### config.mk
export PLATFORM = sky130hd
export DESIGN_NAME = gmii_tx_framer
export DESIGN_NICKNAME = d
export VERILOG_FILES = /design/src/rtl/gmii_pkg.sv /design/src/rtl/gmii_tx_framer.sv
export SDC_FILE = /design/constraint.sdc
export NUM_CORES = 1
export LEC_CHECK = 0
export ABC_AREA = 1
export BUFFER_PORTS_ARGS = -buffer_cell sky130_fd_sc_hd__buf_2
export CAP_MARGIN = 20
export CORE_ASPECT_RATIO = 2
export CORE_MARGIN = 8
export CORE_UTILIZATION = 30
export DETAILED_ROUTE_END_ITERATION = 10
export GPL_ROUTABILITY_DRIVEN = 0
export PLACE_DENSITY = 0.53
export SYNTH_ARGS = -nofsm -noshare
export SYNTH_HDL_FRONTEND = slang
export SYNTH_SLANG_ARGS = --single-unit
### constraint.sdc
create_clock -name clk -period 2.7 [get_ports clk]
set_clock_uncertainty 0.15 [all_clocks]
set_input_delay 0.135 -clock clk [delete_from_list [all_inputs] [get_ports clk]]
set_output_delay 0.135 -clock clk [all_outputs]
set_load 0.005 [all_outputs]
### src/rtl/gmii_pkg.sv
// Shared GMII transmit constants and framer state encoding; the CRC stage reuses
// the preamble/SFD bytes from here.
package gmii_pkg;

    localparam logic [7:0] GMII_PREAMBLE_BYTE = 8'h55;
    localparam logic [7:0] GMII_SFD_BYTE      = 8'hD5;
    localparam logic [7:0] GMII_PAD_BYTE      = 8'h00;

    localparam logic [2:0] ST_IDLE = 3'd0;
    localparam logic [2:0] ST_PRE  = 3'd1;
    localparam logic [2:0] ST_SFD  = 3'd2;
    localparam logic [2:0] ST_DATA = 3'd3;
    localparam logic [2:0] ST_PAD  = 3'd4;
    localparam logic [2:0] ST_DROP = 3'd5;
    localparam logic [2:0] ST_IFG  = 3'd6;

    typedef enum logic [2:0] {
        IDLE = ST_IDLE,
        PRE  = ST_PRE,
        SFD  = ST_SFD,
        DATA = ST_DATA,
        PAD  = ST_PAD,
        DROP = ST_DROP,
        IFG  = ST_IFG
    } gmii_state_e;

    localparam int BYTE_CNT_W = 11;

    // Frame byte counter stops at all-ones instead of wrapping.
    function automatic logic [BYTE_CNT_W-1:0] sat_inc(input logic [BYTE_CNT_W-1:0] v);
        return (&v) ? v : v + 1'b1;
    endfunction

endpackage

### src/rtl/gmii_tx_framer.sv
// GMII TX framer: preamble/SFD insertion, zero-pad to minimum length, FCS+IPG idle gap.
// Define GMII_TX_MAXLEN_CHECK_EN to abort frames that reach MAX_FRAME bytes.
module gmii_tx_framer
    import gmii_pkg::*;
#(
    parameter int PREAMBLE_LEN = 7,
    parameter int MIN_FRAME    = 60,
    parameter int MAX_FRAME    = 1514,
    parameter int IFG_CYCLES   = 17
) (
    input  logic        clk,
    input  logic        rst,
    input  logic [7:0]  frame_data_i,
    input  logic        frame_valid_i,
    input  logic        frame_last_i,
    output logic        frame_ready_o,
    output logic        gmii_dv_o,
    output logic        gmii_er_o,
    output logic [7:0]  gmii_data_o,
    output logic        busy_o,
    output logic [15:0] frame_cnt_o
);

    localparam logic [7:0]            PRE_LAST = 8'(PREAMBLE_LEN - 1);
    localparam logic [7:0]            IFG_LAST = 8'(IFG_CYCLES - 1);
    localparam logic [BYTE_CNT_W-1:0] MIN_LEN  = BYTE_CNT_W'(MIN_FRAME);
    localparam logic [BYTE_CNT_W-1:0] MAX_LEN  = BYTE_CNT_W'(MAX_FRAME);

`ifdef GMII_TX_MAXLEN_CHECK_EN
    localparam bit LEN_CHECK_EN = 1'b1;
`else
    localparam bit LEN_CHECK_EN = 1'b0;
`endif

    gmii_state_e            r_state;
    logic [7:0]             r_pre_cnt;
    logic [7:0]             r_ifg_cnt;
    logic [BYTE_CNT_W-1:0]  r_byte_cnt;
    logic                   r_len_err;
    logic                   r_dv;
    logic                   r_er;
    logic [7:0]             r_data;
    logic [15:0]            r_frame_cnt;

    logic [BYTE_CNT_W-1:0]  w_byte_cnt_inc;
    logic                   w_at_max_len;

    assign w_byte_cnt_inc = sat_inc(r_byte_cnt);
    assign w_at_max_len   = LEN_CHECK_EN && (w_byte_cnt_inc == MAX_LEN);

    assign frame_ready_o = (r_state == DATA) || (r_state == DROP);
    assign busy_o        = (r_state != IDLE);
    assign gmii_dv_o     = r_dv;
    assign gmii_er_o     = r_er;
    assign gmii_data_o   = r_data;
    assign frame_cnt_o   = r_frame_cnt;

    always_ff @(posedge clk) begin
        if (rst) begin
            r_state     <= IDLE;
            r_pre_cnt   <= '0;
            r_ifg_cnt   <= '0;
            r_byte_cnt  <= '0;
            r_len_err   <= 1'b0;
            r_dv        <= 1'b0;
            r_er        <= 1'b0;
            r_data      <= '0;
            r_frame_cnt <= '0;
        end else begin
            r_dv   <= 1'b0;
            r_er   <= 1'b0;
            r_data <= GMII_PAD_BYTE;
            case (r_state)
                IDLE: begin
                    if (frame_valid_i) begin
                        r_state   <= PRE;
                        r_pre_cnt <= '0;
                    end
                end
                PRE: begin
                    r_dv   <= 1'b1;
                    r_data <= GMII_PREAMBLE_BYTE;
                    if (r_pre_cnt == PRE_LAST) begin
                        r_state <= SFD;
                    end else begin
                        r_pre_cnt <= r_pre_cnt + 8'd1;
                    end
                end
                SFD: begin
                    r_dv       <= 1'b1;
                    r_data     <= GMII_SFD_BYTE;
                    r_state    <= DATA;
                    r_byte_cnt <= '0;
                end
                DATA: begin
                    r_dv <= 1'b1;
                    if (frame_valid_i) begin
                        r_data     <= frame_data_i;
                        r_byte_cnt <= w_byte_cnt_inc;
                        if (frame_last_i) begin
                            if (w_byte_cnt_inc < MIN_LEN) begin
                                r_state <= PAD;
                            end else begin
                                r_state     <= IFG;
                                r_ifg_cnt   <= '0;
                                r_frame_cnt <= r_frame_cnt + 16'd1;
                            end
                        end else if (w_at_max_len) begin
                            // Oversize byte goes out intact; the error cycle follows from DROP.
                            r_state   <= DROP;
                            r_len_err <= 1'b1;
                        end
                    end else begin
                        r_er    <= 1'b1;
                        r_state <= DROP;
                    end
                end
                PAD: begin
                    r_dv       <= 1'b1;
                    r_byte_cnt <= w_byte_cnt_inc;
                    if (w_byte_cnt_inc == MIN_LEN) begin
                        r_state     <= IFG;
                        r_ifg_cnt   <= '0;
                        r_frame_cnt <= r_frame_cnt + 16'd1;
                    end
                end
                DROP: begin
                    if (r_len_err) begin
                        r_dv      <= 1'b1;
                        r_er      <= 1'b1;
                        r_len_err <= 1'b0;
                    end
                    if (frame_valid_i && frame_last_i) begin
                        r_state   <= IFG;
                        r_ifg_cnt <= '0;
                    end
                end
                IFG: begin
                    if (r_ifg_cnt == IFG_LAST) begin
                        r_state <= IDLE;
                    end else begin
                        r_ifg_cnt <= r_ifg_cnt + 8'd1;
                    end
                end
                default: r_state <= IDLE;
            endcase
        end
    end

endmodule

==> flow_summary_export.csv, run 1 <==
group,metric,value,unit
route,via_per_inst,4.86,
cts,cts_buffer_depth,2,
final_layout,multiInputGateArea,0.00181,sq mm
yosys,postSynthAreaPerCell,6.81,sq um
grt,grt_pass1_vias,3117,
final_layout,regArea,0.00112,sq mm
cts,h-tree-depth,2,
cts,cts_tree,"built",
die,fp-row-count,53,
final_layout,fill_cells,1143,
yosys,synth_ff_type,"dfxtp_1",
sta,tightestPinTransition,425,ps
grt,grt_use_total,12.7,%
grt,grt_max_degree,37,
power,intPower,1.64,mW
place,place_ws,221,ps
sta,whs,65.2,ps
final_layout,nNetsFinal,531,
power,switching_power,0.964,mW
worst_setup_path,crit_end,"frame_cnt_o[4]$_SDFFE_PP0P_",
yosys,seq_area_frac_synth,35.4,%
worst_setup_path,crit_start,"r_byte_cnt[0]$_SDFFE_PP0P_",
cts,insertion_delay,300,ps
worst_setup_path,crit_top_cell,"nand2_1",
power,leakagePower,1.57,nW
final_layout,area_delta_synth_final,19.4,%
yosys,synth-seq-cells,56,
sta,maxSlewHeadroom,71.7,%
sta,fin_ws,273,ps
route,drcViolationCount,0,
worst_setup_path,r2r_end,"frame_cnt_o[4]$_SDFFE_PP0P_",
worst_setup_path,regToRegSetupSlack,270,ps
worst_setup_path,worstSetupEndpointType,"register",
final_layout,drive_above_1_share,15.6,%
power,power_frac_comb,31.6,%
yosys,synth.most_common_cell,"nand2_1",
route,drt_iter0_markers,130,
worst_setup_path,cp_num_buf_inv,0,
cts,post_cts_buffers,0,
power,p_seq_share,38.1,%
worst_setup_path,worstPathRequired,2710,ps
die,die_w,88.7,microns
worst_setup_path,critical_path_class,"register to register",
route,drt-pass1-iter-count,4,
sta,slew_violations,0,
route,detail-route-antenna-nets,0,
flow_run,max_cap_violations,0,
die,die-area,0.0143,sq mm
yosys,synth_area,0.00317,sq mm
cts,cts_buffers,5,
die,core,0.0104,sq mm
power,p_per_area,689,mW/mm^2
sta,tns,0,ps
cts,cts_root_buffer,"clkbuf_16",
worst_setup_path,r2r_cells,12,
yosys,synth_common_cells,"113 x nand2_1, 58 x nor2_1, 56 x dfxtp_1",
power,pwr-share-clk,30.3,%
die,pin_count,40,
worst_setup_path,critPathArrivalTime,2440,ps
yosys,synth_top_area_share,35.4,%
final_layout,antenna_cells,0,
sta,min_period_over_period,89.9,%
grt,antenna_found_initial,0,
sta,fin_crit,2430,ps
grt,grt_overflow_total,0,
yosys,synth_nets,483,
yosys,synth_edf_count,0,
die,dieHeight,161,microns
worst_setup_path,cp_top_family,"simple AND/OR/NAND/NOR gates",
worst_setup_path,critical_path.max_stage_delay,430,ps
route,drt-wirelength-per-cell,13.5,microns
yosys,synth_area_leaders,"dfxtp_1 35%, nand2_1 13%, nor2_1 6.9%, a21oi_1 6.8%, nand4_1 5.5%",
route,routed_wl,8800,microns
power,sw_frac_of_total,37.0,%
sta,rsz0062_at_grt,"no",
sta,timing_hold_violations_final,0,
worst_setup_path,crit_slowest_cell,"dfxtp_1",
yosys,synthCells,465,
sta,setup_viol,0,
worst_setup_path,crit-reg2reg-launch,"r_byte_cnt[0]$_SDFFE_PP0P_",
worst_setup_path,path_max_fanout,23,
yosys,synth_warnings,0,
worst_hold_path,hold_path.class,"input port to register",
cts,clock-sinks,56,
place,post-dp-hpwl,6640,microns
place,port_buffers,39,
cts,cts.clk_slew.worst_paths,80,ps
sta,clock.fmax,0.412,GHz
power,vdd_drop_max,0.522,mV
yosys,async_flop_share,0,%
yosys,synth_cell_types,35,
worst_setup_path,cp-start-kind,"register",
die,initial_core_util,30.4,%
status,status,"finished clean",
route,num_vias,3161,
worst_setup_path,path_depth,12,
grt,grt_pass1_wl,14300,microns
worst_setup_path,path_cells,"ha_1, nand2_2, o21ai_1, nand2_1, nor2_1, nand3_1, nor2_1, nand2_1, nand2_8, nand3_4, nand2_1, a21oi_1",
yosys,synth_top_area_cell,"dfxtp_1",
==> state kept, by name (all words and copies together) (netlist names) <==
signal,cells
gmii_dv_o,1
gmii_er_o,1
r_byte_cnt,11
r_state,3
gmii_data_o,8
frame_cnt_o,16
r_ifg_cnt,8
r_pre_cnt,8
==> area by class of cell <==
type / instances / share of cell area [%]
Inverter: 44 / 4.47
Multi-Input combinational cell: 352 / 48.0
Tap cell: 137 / 4.53
Timing Repair Buffer: 54 / 8.67
Clock inverter: 2 / 1.03
Clock buffer: 6 / 3.67
Sequential cell: 56 / 29.6
==> worst min path at each step <==
| stage | depth (start not counted) | slack (ps) | startpoint | endpoint |
|---|---|---|---|---|
| floorplan | 2 | 110 | frame_data_i[1] | gmii_data_o[1]$_SDFF_PP0_ |
| global placement | 3 | 220 | frame_data_i[5] | gmii_data_o[5]$_SDFF_PP0_ |
| detailed placement | 3 | 230 | frame_data_i[3] | gmii_data_o[3]$_SDFF_PP0_ |
| CTS | 3 | 50 | frame_valid_i | gmii_data_o[4]$_SDFF_PP0_ |
| global route | 3 | 70 | frame_valid_i | gmii_data_o[0]$_SDFF_PP0_ |
| finish | 3 | 70 | frame_valid_i | gmii_data_o[6]$_SDFF_PP0_ |
==> worst min-delay path, stage by stage <==
cell and delay [ps]:
buf_2 160, a21oi_1 130, nor2_1 50
==> kinds of logic after synthesis <==
logic type | synth area share [%]
simple gates | 39.3
compound gates | 9.76
buf+inv | 7.62
flops | 35.4
xor+xnor | 5.53
fa+ha+maj | 2.37
==> power by group through the flow <==
stage / Sequential, mW / Combinational, mW / Clock [mW]
final: 0.992 / 0.823 / 0.790
after global routing: 1.00 / 0.930 / 0.842
after CTS: 0.991 / 0.823 / 0.812
after detailed placement: 1.01 / 0.811 / 0
after global placement: 1.01 / 0.803 / 0
after floorplan: 0.997 / 0.587 / 0
==> layer usage <==
layer | vias up | wire length (microns) | GRT usage (%)
met5 | - | 0 | 0
met4 | 0 | 339 | 7.91
met3 | 20 | 307 | 2.04
met2 | 60 | 4970 | 24.2
met1 | 1458 | 3180 | 11.6
li1 | 1623 | - | -
==> placed cells by master, fill, tap and decap left out, types with 3 or more instances in the layout <==
cell,Yosys,layout
clkinv_1,4,3
nor2_1,58,58
nor3_1,11,11
o21ai_0,8,8
o21ai_1,3,3
nand2_1,113,113
nand3_1,31,31
nor2_2,5,5
buf_4,0,7
nand4_1,28,28
ha_1,6,6
or2_2,3,3
buf_2,4,39
clkbuf_16,0,5
xor2_1,10,10
dfxtp_1,56,56
nand2_2,5,5
xnor2_1,10,10
dlygate4sd3_1,0,8
a21oi_1,43,43
inv_1,38,38
==> timing repair <==
action,4_1_cts,5_1_grt
hold buffers,8,0
endpoints found under the setup margin,0,17
hold endpoints to repair,8,0
gates resized for setup,0,2
==> per-stage QoR <==
step	power, mW	std cells	cell area, sq um	utilization (%)
2_1_floorplan	1.58	465	3170	-
5_1_grt	2.78	651	3780	36.3
3_3_place_gp	1.81	635	3510	33.7
6_report	2.61	651	3780	36.3
4_1_cts	2.63	651	3770	36.2
3_5_place_dp	1.82	635	3510	33.7
No activity file was read; power rests on OpenSTA's default activity.
==> inputs of run 2 (changes only) <==
--- a/config.mk
+++ b/config.mk
@@ -5,11 +5,9 @@
 export SDC_FILE = /design/constraint.sdc
 export NUM_CORES = 1
 export LEC_CHECK = 0
-export ABC_AREA = 1
 export BUFFER_PORTS_ARGS = -buffer_cell sky130_fd_sc_hd__buf_2
 export CAP_MARGIN = 20
 export CORE_ASPECT_RATIO = 2
-export CORE_MARGIN = 8
 export CORE_UTILIZATION = 30
 export DETAILED_ROUTE_END_ITERATION = 10
 export GPL_ROUTABILITY_DRIVEN = 0
==> flow_summary_export.csv, run 2 <==
group,metric,value,unit
status,status,"finished with violations",
status,violations,"setup timing",
final_layout,largest_reg_flops,16,
flow_run,max_cap_violations,0,
sta,setup_viol,1,
grt,grt_use_total,16.9,%
cts,clock-sinks,56,
die,pin_count,40,
sta,maxSlewHeadroom,66.9,%
power,vdd_drop_max,0.236,mV
sta,fin_crit,2710,ps
die,die_w,75.2,microns
cts,cts.clk_slew.worst_paths,80,ps
yosys,synth.most_common_cell,"dfxtp_1",
cts,cts_buffers,5,
worst_setup_path,worstSetupEndpointType,"register",
yosys,synth-seq-cells,56,
worst_setup_path,critical_path.max_stage_delay,570,ps
grt,grt_overflow_total,0,
worst_setup_path,critPathArrivalTime,2750,ps
yosys,synth_top_area_cell,"dfxtp_1",
worst_setup_path,path_cells,"ha_4, and3_1, and4_1, o22ai_1, or4_4, buf_8, o32ai_2, mux2_1",
yosys,synth_common_cells,"56 x dfxtp_1, 47 x nor2_1, 33 x nand2_1",
yosys,synth_warnings,0,
final_layout,area_delta_synth_final,30.2,%
final_layout,layout_commonest_cell,"dfxtp_1",
place,post-dp-hpwl,6710,microns
route,routed_wl,9260,microns
yosys,async_flop_share,0,%
yosys,synth_top_area_share,34.9,%
worst_setup_path,worstPathRequired,2740,ps
die,core,0.0105,sq mm
route,num_vias,3247,
yosys,synth_area,0.00322,sq mm
yosys,postSynthAreaPerCell,8.08,sq um
power,leakagePower,1.64,nW
route,via_per_inst,5.31,
yosys,synth_edf_count,0,
grt,antenna_found_initial,0,
route,drt-wirelength-per-cell,15.1,microns
worst_setup_path,path_max_fanout,7,
yosys,synth_compound_area_share,20.1,%
final_layout,multiInputGateArea,0.00205,sq mm
grt,grt_pass1_vias,3150,
worst_setup_path,cp-start-kind,"register",
sta,tightestPinTransition,496,ps
route,drcViolationCount,0,
die,initial_core_util,30.7,%
route,drt_iter0_markers,97,
sta,timing_hold_violations_final,0,
cts,cts_buffer_depth,2,
final_layout,regArea,0.00113,sq mm
sta,min_period_over_period,100,%
die,dieHeight,148,microns
grt,grt_pass1_wl,14600,microns
yosys,synth_fa_ha_area_share,2.33,%
yosys,synth_top_family_by_area,"simple AND/OR/NAND/NOR gates",
route,drt-pass1-iter-count,5,
place,place_ws,-83.1,ps
cts,h-tree-depth,2,
yosys,synth_nets,416,
worst_setup_path,crit_slowest_cell,"or4_4",
yosys,synth_ff_type,"dfxtp_1",
power,total_power,1.72,mW
yosys,synth_cell_types,63,
final_layout,mostFrequentLayoutCells,"49 x dfxtp_1, 47 x nor2_1, 40 x buf_2, 40 x buf_4, 33 x nand2_1",
sta,whs,64.1,ps
worst_hold_path,whs_path_depth,2,
yosys,seq_area_frac_synth,34.9,%
worst_setup_path,critical_path_class,"register to register",
die,die-area,0.0112,sq mm
cts,cts_tree,"built",
worst_setup_path,r2r_cells,8,
cts,insertion_delay,300,ps
sta,fin_ws,-7.42,ps
yosys,synth_area_leaders,"dfxtp_1 35%, nor2_1 5.5%, nand2_1 3.9%, a21oi_1 3.4%, nand3_1 3.0%",
sta,clock.fmax,0.369,GHz
cts,cts_root_buffer,"clkbuf_16",
yosys,synthSimpleGateAreaFrac,29.9,%
final_layout,nNetsFinal,492,
yosys,synth.area.mux_share,5.53,%
power,p_per_area,412,mW/mm^2
die,fp-row-count,53,
final_layout,fill_cells,1112,
route,detail-route-antenna-nets,0,
yosys,synthCells,398,
grt,grt_max_degree,39,
final_layout,antenna_cells,0,
sta,slew_violations,0,
worst_hold_path,hold_path.class,"input port to register",
final_layout,drive_above_1_share,28.2,%
yosys,synth_xor_area_share,1.91,%
place,port_buffers,39,
run 2: through the flow:
| stage | setup TNS [ps] | std cells | area, sq um | util (%) |
|---|---|---|---|---|
| 2_1_floorplan | 0 | 398 | 3220 | - |
| 3_3_place_gp | -36.8 | 593 | 3790 | 36.1 |
| 3_5_place_dp | -412 | 593 | 3790 | 36.1 |
| 4_1_cts | 0 | 609 | 4070 | 38.8 |
| 5_1_grt | -287 | 612 | 4190 | 39.9 |
| 6_report | -7.42 | 612 | 4190 | 39.9 |
run 2: logic make-up after synthesis:
kind of cell	Yosys count
fa+ha+maj	6
mux	16
simple gates	183
compound gates	90
xor+xnor	7
flops	56
buf+inv	40
run 2: worst max-delay path, delay by kind of cell (launching register included):
| family | cells | cell delay (ps) |
|---|---|---|
| simple gates | 3 | 980 |
| buf+inv | 1 | 170 |
| fa+ha+maj | 1 | 170 |
| compound gates | 2 | 420 |
| mux | 1 | 340 |
| flops | 1 | 360 |
run 2: area by class of cell:
| type | count | share of cell area (%) |
|---|---|---|
| flip-flops and latches | 56 | 27.1 |
| clock inverters | 3 | 0.538 |
| clock buffers | 5 | 2.99 |
| inverters | 18 | 1.61 |
| repair buffers | 91 | 14.8 |
| multi-input cells | 302 | 48.9 |
| well taps | 137 | 4.10 |
run 2: metal layers:
layer	vias to the layer above	GRT usage (%)	part of all wire, %
met1	1522	16.8	37
li1	1615	-	-
met5	-	0	0
met3	27	1.96	2.8
met4	0	8.33	3.8
met2	83	32.6	56
run 2: path summary, 6_finish.rpt:
kind,endpoint,from,slack [ps]
hold reg to reg,r_ifg_cnt[1]$_SDFFE_PP0P_,r_ifg_cnt[1]$_SDFFE_PP0P_,370
setup / recovery,frame_cnt_o[10]$_SDFFE_PP0P_,r_byte_cnt[0]$_SDFFE_PP0P_,-7
hold / removal,gmii_er_o$_SDFF_PP0_,frame_valid_i,60
setup reg to reg,frame_cnt_o[10]$_SDFFE_PP0P_,r_byte_cnt[0]$_SDFFE_PP0P_,-7
run 2: repair_timing:
action / in CTS / in global routing
setup endpoints to repair: 10 / 18
gates resized for setup: 10 / 23
hold buffers: 8 / 0
endpoints found under the hold margin: 8 / 0
gates cloned: 0 / 1
pin swaps: 0 / 4
buffers inserted: 0 / 2
run 2: where the power goes:
group          leakage, nW  total [mW]  switching [mW]  internal [mW]
Combinational         1.11       0.195           0.114         0.0808
Clock               0.0742       0.671           0.323          0.348
Sequential           0.457       0.857          0.0128          0.844
